[config.mk]
export PLATFORM = sky130hd
export DESIGN_NAME = anita3_event_readout_ctrl
export DESIGN_NICKNAME = d
export VERILOG_FILES = /design/src/rtl/anita3_event_readout_ctrl.sv
export SDC_FILE = /design/constraint.sdc
export NUM_CORES = 1
export LEC_CHECK = 0
export BUFFER_PORTS_ARGS = -buffer_cell sky130_fd_sc_hd__clkbuf_2
export CORE_UTILIZATION = 35
export DETAILED_ROUTE_END_ITERATION = 16
export PLACE_DENSITY = 0.64
export SLEW_MARGIN = 40
export SYNTH_ARGS = -nofsm -noshare
export SYNTH_HDL_FRONTEND = slang
export SYNTH_SLANG_ARGS = --single-unit
[constraint.sdc]
create_clock -name clk33_i -period 4.7 [get_ports clk33_i]
set_input_delay 0.94 -clock clk33_i [delete_from_list [all_inputs] [get_ports clk33_i]]
set_output_delay 0.94 -clock clk33_i [all_outputs]
set_load 0.02 [all_outputs]
[src/rtl/anita3_event_readout_ctrl.sv]
// anita3_event_readout_ctrl: reads one 64-word event from the dual event
// buffer on the 33 MHz side and streams it out over valid/ready.
// Two clear pulses go to the buffer manager: after words 0..HALF-1 and
// after words HALF..2*HALF-1. A holdoff then lets the 250 MHz round trip
// settle before the buffer is sampled again.
// Ports:
//   clk33_i, rst_i      clock, synchronous active-high reset
//   enable_i            start gate, sampled only while idle
//   buffer_valid_i      an event is waiting in the buffer
//   read_buffer_i       current read buffer (bit 0 = RAM half)
//   event_rd_addr_o     RAM word address (data one cycle later)
//   event_rd_dat_i      RAM read data
//   clear_evt_o         one-cycle clear pulse
//   out_dat_o/valid/ready/first/last   readout stream
//   out_buffer_o        buffer index of the event being read
//   event_count_o       completed events (wraps)
//   busy_o              not idle
module anita3_event_readout_ctrl #(
  parameter int HALF_WORDS  = 32,
  parameter int CLR_HOLDOFF = 8
) (
  input  logic        clk33_i,
  input  logic        rst_i,
  input  logic        enable_i,
  input  logic        buffer_valid_i,
  input  logic [1:0]  read_buffer_i,
  output logic [5:0]  event_rd_addr_o,
  input  logic [31:0] event_rd_dat_i,
  output logic        clear_evt_o,
  output logic [31:0] out_dat_o,
  output logic        out_valid_o,
  input  logic        out_ready_i,
  output logic        out_first_o,
  output logic        out_last_o,
  output logic        out_buffer_o,
  output logic [15:0] event_count_o,
  output logic        busy_o
);

  localparam int HW = $clog2(CLR_HOLDOFF + 1);
  localparam logic [6:0] LP_HALF = 7'(HALF_WORDS);
  localparam logic [6:0] LP_FULL = 7'(2 * HALF_WORDS);
  localparam logic [6:0] LP_LAST = 7'(2 * HALF_WORDS - 1);
  localparam logic [HW-1:0] LP_HOLD = HW'(CLR_HOLDOFF);

  typedef enum logic [2:0] {
    S_IDLE, S_READ0, S_CLR0, S_READ1, S_CLR1, S_HOLD
  } state_t;

  state_t        r_state;
  state_t        w_next;
  logic [6:0]    r_issue;
  logic [6:0]    r_acc;
  logic          r_inflight;
  logic [5:0]    r_addr;
  logic [31:0]   r_sk0;
  logic [31:0]   r_sk1;
  logic [1:0]    r_sk_cnt;
  logic          r_buf;
  logic [15:0]   r_evt_cnt;
  logic [HW-1:0] r_hold;

  logic       w_start;
  logic       w_pop;
  logic       w_can_issue;
  logic       w_issue;
  logic [1:0] w_occ;
  logic       w_unused;

  assign w_unused = read_buffer_i[1];

  assign out_valid_o = (r_sk_cnt != 2'd0);
  assign w_pop       = out_valid_o && out_ready_i;

  // Skid occupancy after this cycle, counting the word still in the RAM.
  // Issue only if that word is guaranteed a free slot even with no pop.
  assign w_occ = 2'(r_sk_cnt + {1'b0, r_inflight} - {1'b0, w_pop});

  assign w_can_issue =
    ((r_state == S_READ0) && (r_issue < LP_HALF)) ||
    ((r_state == S_READ1) && (r_issue < LP_FULL));
  assign w_issue = w_can_issue && (w_occ <= 2'd1);

  // Address goes out in the issue cycle so data lands next cycle.
  assign event_rd_addr_o = w_issue ? r_issue[5:0] : r_addr;

  // Skid head is always word r_acc of the event.
  assign out_dat_o     = r_sk0;
  assign out_first_o   = out_valid_o && (r_acc == 7'd0);
  assign out_last_o    = out_valid_o && (r_acc == LP_LAST);
  assign out_buffer_o  = r_buf;
  assign event_count_o = r_evt_cnt;
  assign clear_evt_o   = (r_state == S_CLR0) || (r_state == S_CLR1);
  assign busy_o        = (r_state != S_IDLE);

  always_comb begin
    w_next  = r_state;
    w_start = 1'b0;
    unique case (r_state)
      S_IDLE: begin
        if (enable_i && buffer_valid_i) begin
          w_next  = S_READ0;
          w_start = 1'b1;
        end
      end
      S_READ0: begin
        if (w_pop && (r_acc == LP_HALF - 7'd1))
          w_next = S_CLR0;
      end
      S_CLR0:  w_next = S_READ1;
      S_READ1: begin
        if (w_pop && (r_acc == LP_LAST))
          w_next = S_CLR1;
      end
      S_CLR1:  w_next = S_HOLD;
      S_HOLD: begin
        if (r_hold <= HW'(1))
          w_next = S_IDLE;
      end
      default: w_next = S_IDLE;
    endcase
  end

  always_ff @(posedge clk33_i) begin
    if (rst_i) begin
      r_state    <= S_IDLE;
      r_issue    <= 7'd0;
      r_acc      <= 7'd0;
      r_inflight <= 1'b0;
      r_addr     <= 6'd0;
      r_sk0      <= 32'd0;
      r_sk1      <= 32'd0;
      r_sk_cnt   <= 2'd0;
      r_buf      <= 1'b0;
      r_evt_cnt  <= 16'd0;
      r_hold     <= '0;
    end else begin
      r_state    <= w_next;
      r_addr     <= event_rd_addr_o;
      r_inflight <= w_issue;

      if (w_start) begin
        r_buf   <= read_buffer_i[0];
        r_issue <= 7'd0;
        r_acc   <= 7'd0;
      end else begin
        if (w_issue) r_issue <= r_issue + 7'd1;
        if (w_pop)   r_acc   <= r_acc + 7'd1;
      end

      unique case ({r_inflight, w_pop})
        2'b10: begin
          if (r_sk_cnt == 2'd0) r_sk0 <= event_rd_dat_i;
          else                  r_sk1 <= event_rd_dat_i;
          r_sk_cnt <= r_sk_cnt + 2'd1;
        end
        2'b01: begin
          r_sk0    <= r_sk1;
          r_sk_cnt <= r_sk_cnt - 2'd1;
        end
        2'b11: begin
          if (r_sk_cnt == 2'd1) begin
            r_sk0 <= event_rd_dat_i;
          end else begin
            r_sk0 <= r_sk1;
            r_sk1 <= event_rd_dat_i;
          end
        end
        default: ;
      endcase

      // Count moves with the second clear so both are seen together.
      if ((r_state == S_READ1) && (w_next == S_CLR1))
        r_evt_cnt <= r_evt_cnt + 16'd1;

      if (r_state == S_CLR1)
        r_hold <= LP_HOLD;
      else if ((r_state == S_HOLD) && (r_hold != '0))
        r_hold <= r_hold - HW'(1);
    end
  end

endmodule

==> results_dict.tcl, run 1 <==
set metrics [dict create \
    outcome "finished, final reports clean" \
    grt_antenna_before_repair 0 \
    grt_setup_unrepaired "false" \
    antenna_cells 0 \
    synth_xor_area_share_pct 3.06 \
    drive_above_1_share_pct 19.5 \
    synth_ff_type "dfxtp_1" \
    hpwlAfterDp_mm 7.69 \
    end_kind "primary output" \
    clock-sinks 111 \
    numCtsBuffers 9 \
    fin_area_um2 5770 \
    grt_usage_pct 16.2 \
    drt_iter0_drc 325 \
    routed_via_density 5.23 \
    vias 4384 \
    tritoncts "yes" \
    post_cts.repair.setup_buffers 0 \
    timing.rr.start "r_sk_cnt[0]" \
    synth_top_area_cell "dfxtp_1" \
    ys_seq_elements 111 \
    critPathRequiredTime_ps 3760 \
    path_class "reg -> out" \
    period_minus_slack_ps 3920 \
    placed_cells 822 \
    synth_top_area_share_pct 45.6 \
    numPortBuffers 97 \
    die_area_um2 14400 \
    grt_max_degree 68 \
    max_slew_margin_pct 49.5 \
    nets 710 \
    dpl-instance-area_um2 5480 \
    crit_path_start "r_sk_cnt[0]" \
    hp-class "reg -> reg" \
    clk_latency_ps 340 \
    overflow 0 \
    clock_path_buffers 2 \
    post_drt_wl_per_cell_um 13.6 \
    finalHoldViolCount 0 \
    ctsRootBufferMaster "clkbuf_16" \
    dieHeight_um 120 \
    power.density_nw_per_um2 523 \
    fin_cells 839 \
    gp_congestion 0.804 \
    finClkSkew_ps 9.38 \
    cts-resized-gates 0 \
    yosys-top-cells-area "dfxtp_1, nand2_1, a21oi_1" \
    ir_worst_vdd_v 0.000212 \
    finalMaxSlewViolations 0 \
    syn-mean-instance-area_um2 8.35 \
    yosys_warnings 0 \
    grt_pass1_wl_mm 18.9 \
    yosys.area_share.simple_pct 22.0 \
    synth_cell_types 49 \
    max_freq_ghz 0.255 \
    yosys-mux-area-fraction_pct 0.668 \
    route.detailed.drc 0 \
    multiInputGateArea_um2 2430 \
    seq_area_frac_synth_pct 45.6 \
    startpoint_type "register" \
    synthCells 583 \
    synth.most_common_cell "dfxtp_1" \
    setup_viol 0 \
    leakagePower_nw 2.22 \
    wl_mm 11.4 \
    hold_start "r_sk1[5]" \
    timing.hold.ws_ps 456 \
    crit_arrival_ps 2980 \
    ant_nets 0 \
    cts_hold_buf 0 \
    grt_pass1_vias 3991 \
    cp_max_fo 12 \
    layout.area.seq_um2 2220 \
    fp.coreArea_um2 13400 \
    die_x_um 120 \
    synth_edf_count 0 \
    start_util_pct 36.3 \
    rows 42 \
    worst_pin_slew_ps 755 \
    netlist_area_um2 4870 \
    synth_compound_area_share_pct 20.7 \
    firstDrtPassIters 5 \
    period_share_pct 83.4 \
    io_pins 99 \
    synth_top_family_by_area "simple AND/OR/NAND/NOR gates" \
    synthAdderAreaFrac_pct 3.34 \
    htree_levels 3 \
    tns_ps 0 \
    async_flop_share_pct 0 \
    synth.net_count 635 \
    maxCapViolCount 0 \
    synthTopCellsByCount "dfxtp_1, nand2_1, nor2_1" \
    clk_pin_slew_ps 70 \
    nFillCells 1340 \
    syn2layout_area_growth_pct 18.6 \
    ff2ff_setup_slack_ps 2010 \
]
## cell usage in the layout (no fill, tap or decap), types with 3 or more instances in the layout
master	count
a21oi_1	55
and4_1	3
nand3_1	16
nor4_1	3
or3_1	6
inv_1	18
a211oi_1	36
nand4b_1	3
xor2_1	7
nand2_1	87
nor2b_1	7
o31ai_1	3
nor3_1	10
buf_4	7
a22oi_1	33
clkbuf_2	96
ha_1	13
clkbuf_16	9
dfxtp_1	111
nand4_1	4
nor2_1	61
or4_1	8
o21ai_0	17
xnor2_1	10
clkbuf_8	3
## through the flow
| step | total power, mW | setup slack (ps) | utilization (%) |
|---|---|---|---|
| 6_report | 3.02 | 782 | 43.1 |
| 5_1_grt | 3.22 | 481 | 43.1 |
| 3_3_place_gp | 2.27 | 842 | 40.8 |
| 3_5_place_dp | 2.30 | 800 | 40.9 |
| 2_1_floorplan | 1.96 | 1100 | - |
| 4_1_cts | 3.05 | 732 | 43.1 |
## per-layer routing
layer | routed length (um) | global-route usage (%)
met4 | 104 | 5.16
met3 | 667 | 4.33
met5 | 0 | 0
met2 | 5490 | 27.0
met1 | 5170 | 20.2
## sequential cells by signal, indices dropped and copies added (netlist names)
name	flops
out_dat_o	32
r_sk1	32
event_count_o	16
r_acc	7
r_issue	7
r_addr	6
r_hold	4
r_state	3
r_sk_cnt	2
out_buffer_o	1
r_inflight	1
## final cells by class
cell class / count / share of cell area, %
clock buffer: 12 / 4.62
clock inverter: 4 / 0.477
inverter: 18 / 1.17
multi-input combinational: 414 / 42.1
sequential: 111 / 38.5
tap: 176 / 3.81
timing repair buffer: 104 / 9.32
## cells by family after synthesis
kind of cell,count (synthesis)
adder cells (fa/ha/maj),13
buffers and inverters,58
AND/OR/NAND/NOR,224
flip-flops,111
AO/OA/AOI/OAI,157
XOR/XNOR,17
multiplexers,3
## critical path: stages (launching register included)
cell and delay (ps):
dfxtp_1 370, inv_1 80, ha_1 310, nor2b_1 140
buf_4 190, ha_1 250, nor2b_1 200, xor2_1 640
nand3_1 200, nand2_1 100, clkbuf_2 160
## power breakdown
part           switching [mW]  leakage [nW]  total, mW  internal (mW)
logic                   0.719          1.17       1.09          0.367
registers              0.0890         0.901       1.19           1.10
clock network           0.342         0.149      0.746          0.405
total                    1.15          2.22       3.02           1.87
## worst paths after layout
path | cells past startpoint | end
max | 10 | event_rd_addr_o[1]
max reg2reg | 9 | out_dat_o[0]
min | 2 | r_sk1[5]
min reg2reg | 2 | r_sk1[5]
No activity file was read; power rests on OpenSTA's default activity.
==> run 2, diff against run 1 <==
Settings changed: PLACE_DENSITY 0.64 to 0.66.
Clock period 4.7 ns to 3.22 ns, I/O delays scaled along.
==> run 2 against run 1 <==
Hold slack worse by 0.72 ps. Clock skew down 1.8 ps. Die area unchanged. Global-route usage rose by 0.29 points. Sequential share of layout area shrank 0.36 points. Setup slack got worse by 570 ps. Sequential power grew 46%. Register-to-register slack lost 1400 ps. Wire length grew 0.86%. Critical path depth unchanged. Via count grew 1.0%. Cell count grew 0.83%. Largest cell class unchanged. Largest power group unchanged.
==> results_dict.tcl, run 2 (synthesis results as in run 1) <==
set metrics [dict create \
    finalHoldViolCount 0 \
    leakagePower_nw 2.25 \
    firstDrtPassIters 5 \
    p_int_mw 2.76 \
    clk_latency_ps 350 \
    antenna_cells 0 \
    start_util_pct 36.3 \
    nets 717 \
    fin_cells 846 \
    critPathRequiredTime_ps 2580 \
    finalMaxSlewViolations 0 \
    setup_viol 0 \
    outcome "finished, final reports clean" \
    startpoint_type "register" \
    max_slew_margin_pct 57.7 \
    crit_arrival_ps 2360 \
    cts_hold_buf 0 \
    maxCapViolCount 0 \
    post_drt_wl_per_cell_um 13.6 \
    overflow 0 \
    ant_nets 0 \
    max_freq_ghz 0.332 \
    drt_iter0_drc 327 \
    mostFrequentLayoutCells "dfxtp_1, clkbuf_2, nand2_1, nor2_1, a21oi_1" \
    period_minus_slack_ps 3010 \
    tns_ps 0 \
    wl_mm 11.5 \
    p_comb_share_pct 37.0 \
    grt_pass1_wl_mm 19.2 \
    path_class "reg -> out" \
    cp_max_fo 10 \
    ctsRootBufferMaster "clkbuf_16" \
    tritoncts "yes" \
    rows 42 \
    fp.coreArea_um2 13400 \
    numPortBuffers 97 \
    die_x_um 120 \
    dieHeight_um 120 \
    grt_usage_pct 16.5 \
    route.detailed.drc 0 \
    grt_pass1_vias 4074 \
    fin_util_pct 43.5 \
    drive_above_1_share_pct 20.3 \
    worst_pin_slew_ps 635 \
    vias 4428 \
    gp_congestion 0.831 \
    period_share_pct 93.4 \
    p_switching_mw 1.70 \
    placed_cells 829 \
    io_pins 99 \
    grt_antenna_before_repair 0 \
    hpwlAfterDp_mm 7.90 \
    finClkSkew_ps 7.62 \
    layout_commonest_cell "dfxtp_1" \
    routed_via_density 5.23 \
    syn2layout_area_growth_pct 19.7 \
    die_area_um2 14400 \
    htree_levels 3 \
    ir_worst_vdd_v 0.000515 \
    numCtsBuffers 9 \
    clock-sinks 111 \
    clk_pin_slew_ps 70 \
    power.total_mw 4.46 \
    seq_power_share_pct 39.1 \
    clkPwrFrac_pct 23.9 \
    end_kind "primary output" \
    hp-class "reg -> reg" \
    grt_max_degree 65 \
    power.density_nw_per_um2 765 \
    switching_share_pct 38.2 \
    clock_path_buffers 2 \
]
run 2: power groups by stage:
stage | clock, mW | sequential [mW] | combinational, mW
floorplan | 0 | 1.95 | 0.910
global placement | 0 | 1.76 | 1.60
detailed placement | 0 | 1.77 | 1.63
CTS | 1.10 | 1.74 | 1.64
global route | 1.17 | 1.77 | 1.83
finish | 1.06 | 1.74 | 1.65
run 2: what timing repair did:
action | in CTS | in global routing
gates resized for setup | 1 | 2
setup buffers | 0 | 1
endpoints found under the setup margin | 6 | 6
hold endpoints to repair | 0 | 0
pin swaps | 0 | 1
cloned | 0 | 0
run 2: metal layers:
| metal | track usage, % | wire length [um] | vias to the layer above |
|---|---|---|---|
| met4 | 7.27 | 231 | 0 |
| met2 | 26.6 | 5580 | 105 |
| met3 | 4.56 | 517 | 16 |
| met1 | 20.4 | 5190 | 2068 |
| li1 | - | - | 2239 |
| met5 | 0 | 0 | - |
run 2: path summary, 6_finish.rpt:
kind	from	slack, ps	end	depth (start not counted)
setup / recovery	r_sk_cnt[0]	210	event_rd_addr_o[1]	10
hold / removal	r_sk1[4]	460	r_sk1[4]	2
setup reg to reg	r_sk_cnt[0]	630	event_count_o[15]	7
hold reg to reg	r_sk1[4]	460	r_sk1[4]	2
run 2: layout make-up:
cell class | instances | area (um2)
inverter | 18 | 67.6
sequential | 111 | 2220
fill | 1328 | 7570
tap | 176 | 220
clock buffer | 11 | 243
clock inverter | 5 | 41.3
timing repair buffer | 111 | 593
multi-input combinational | 414 | 2440
run 2: per-stage QoR:
step,setup slack [ps],instance area [um2],hold slack [ps]
after detailed placement,128,5520,446
after global routing,-4.30,5830,471
after CTS,93.9,5810,457
after global placement,199,5520,440
after floorplan,193,4870,434
final,212,5830,455
run 2: worst max-delay path, stage by stage (launching register included):
cell and delay, ps:
dfxtp_1 370, inv_1 80, ha_1 210, nor2b_1 170
ha_1 290, nor2b_4 160, xor2_1 160, buf_4 190
nand3_1 130, nand2_1 110, clkbuf_2 170
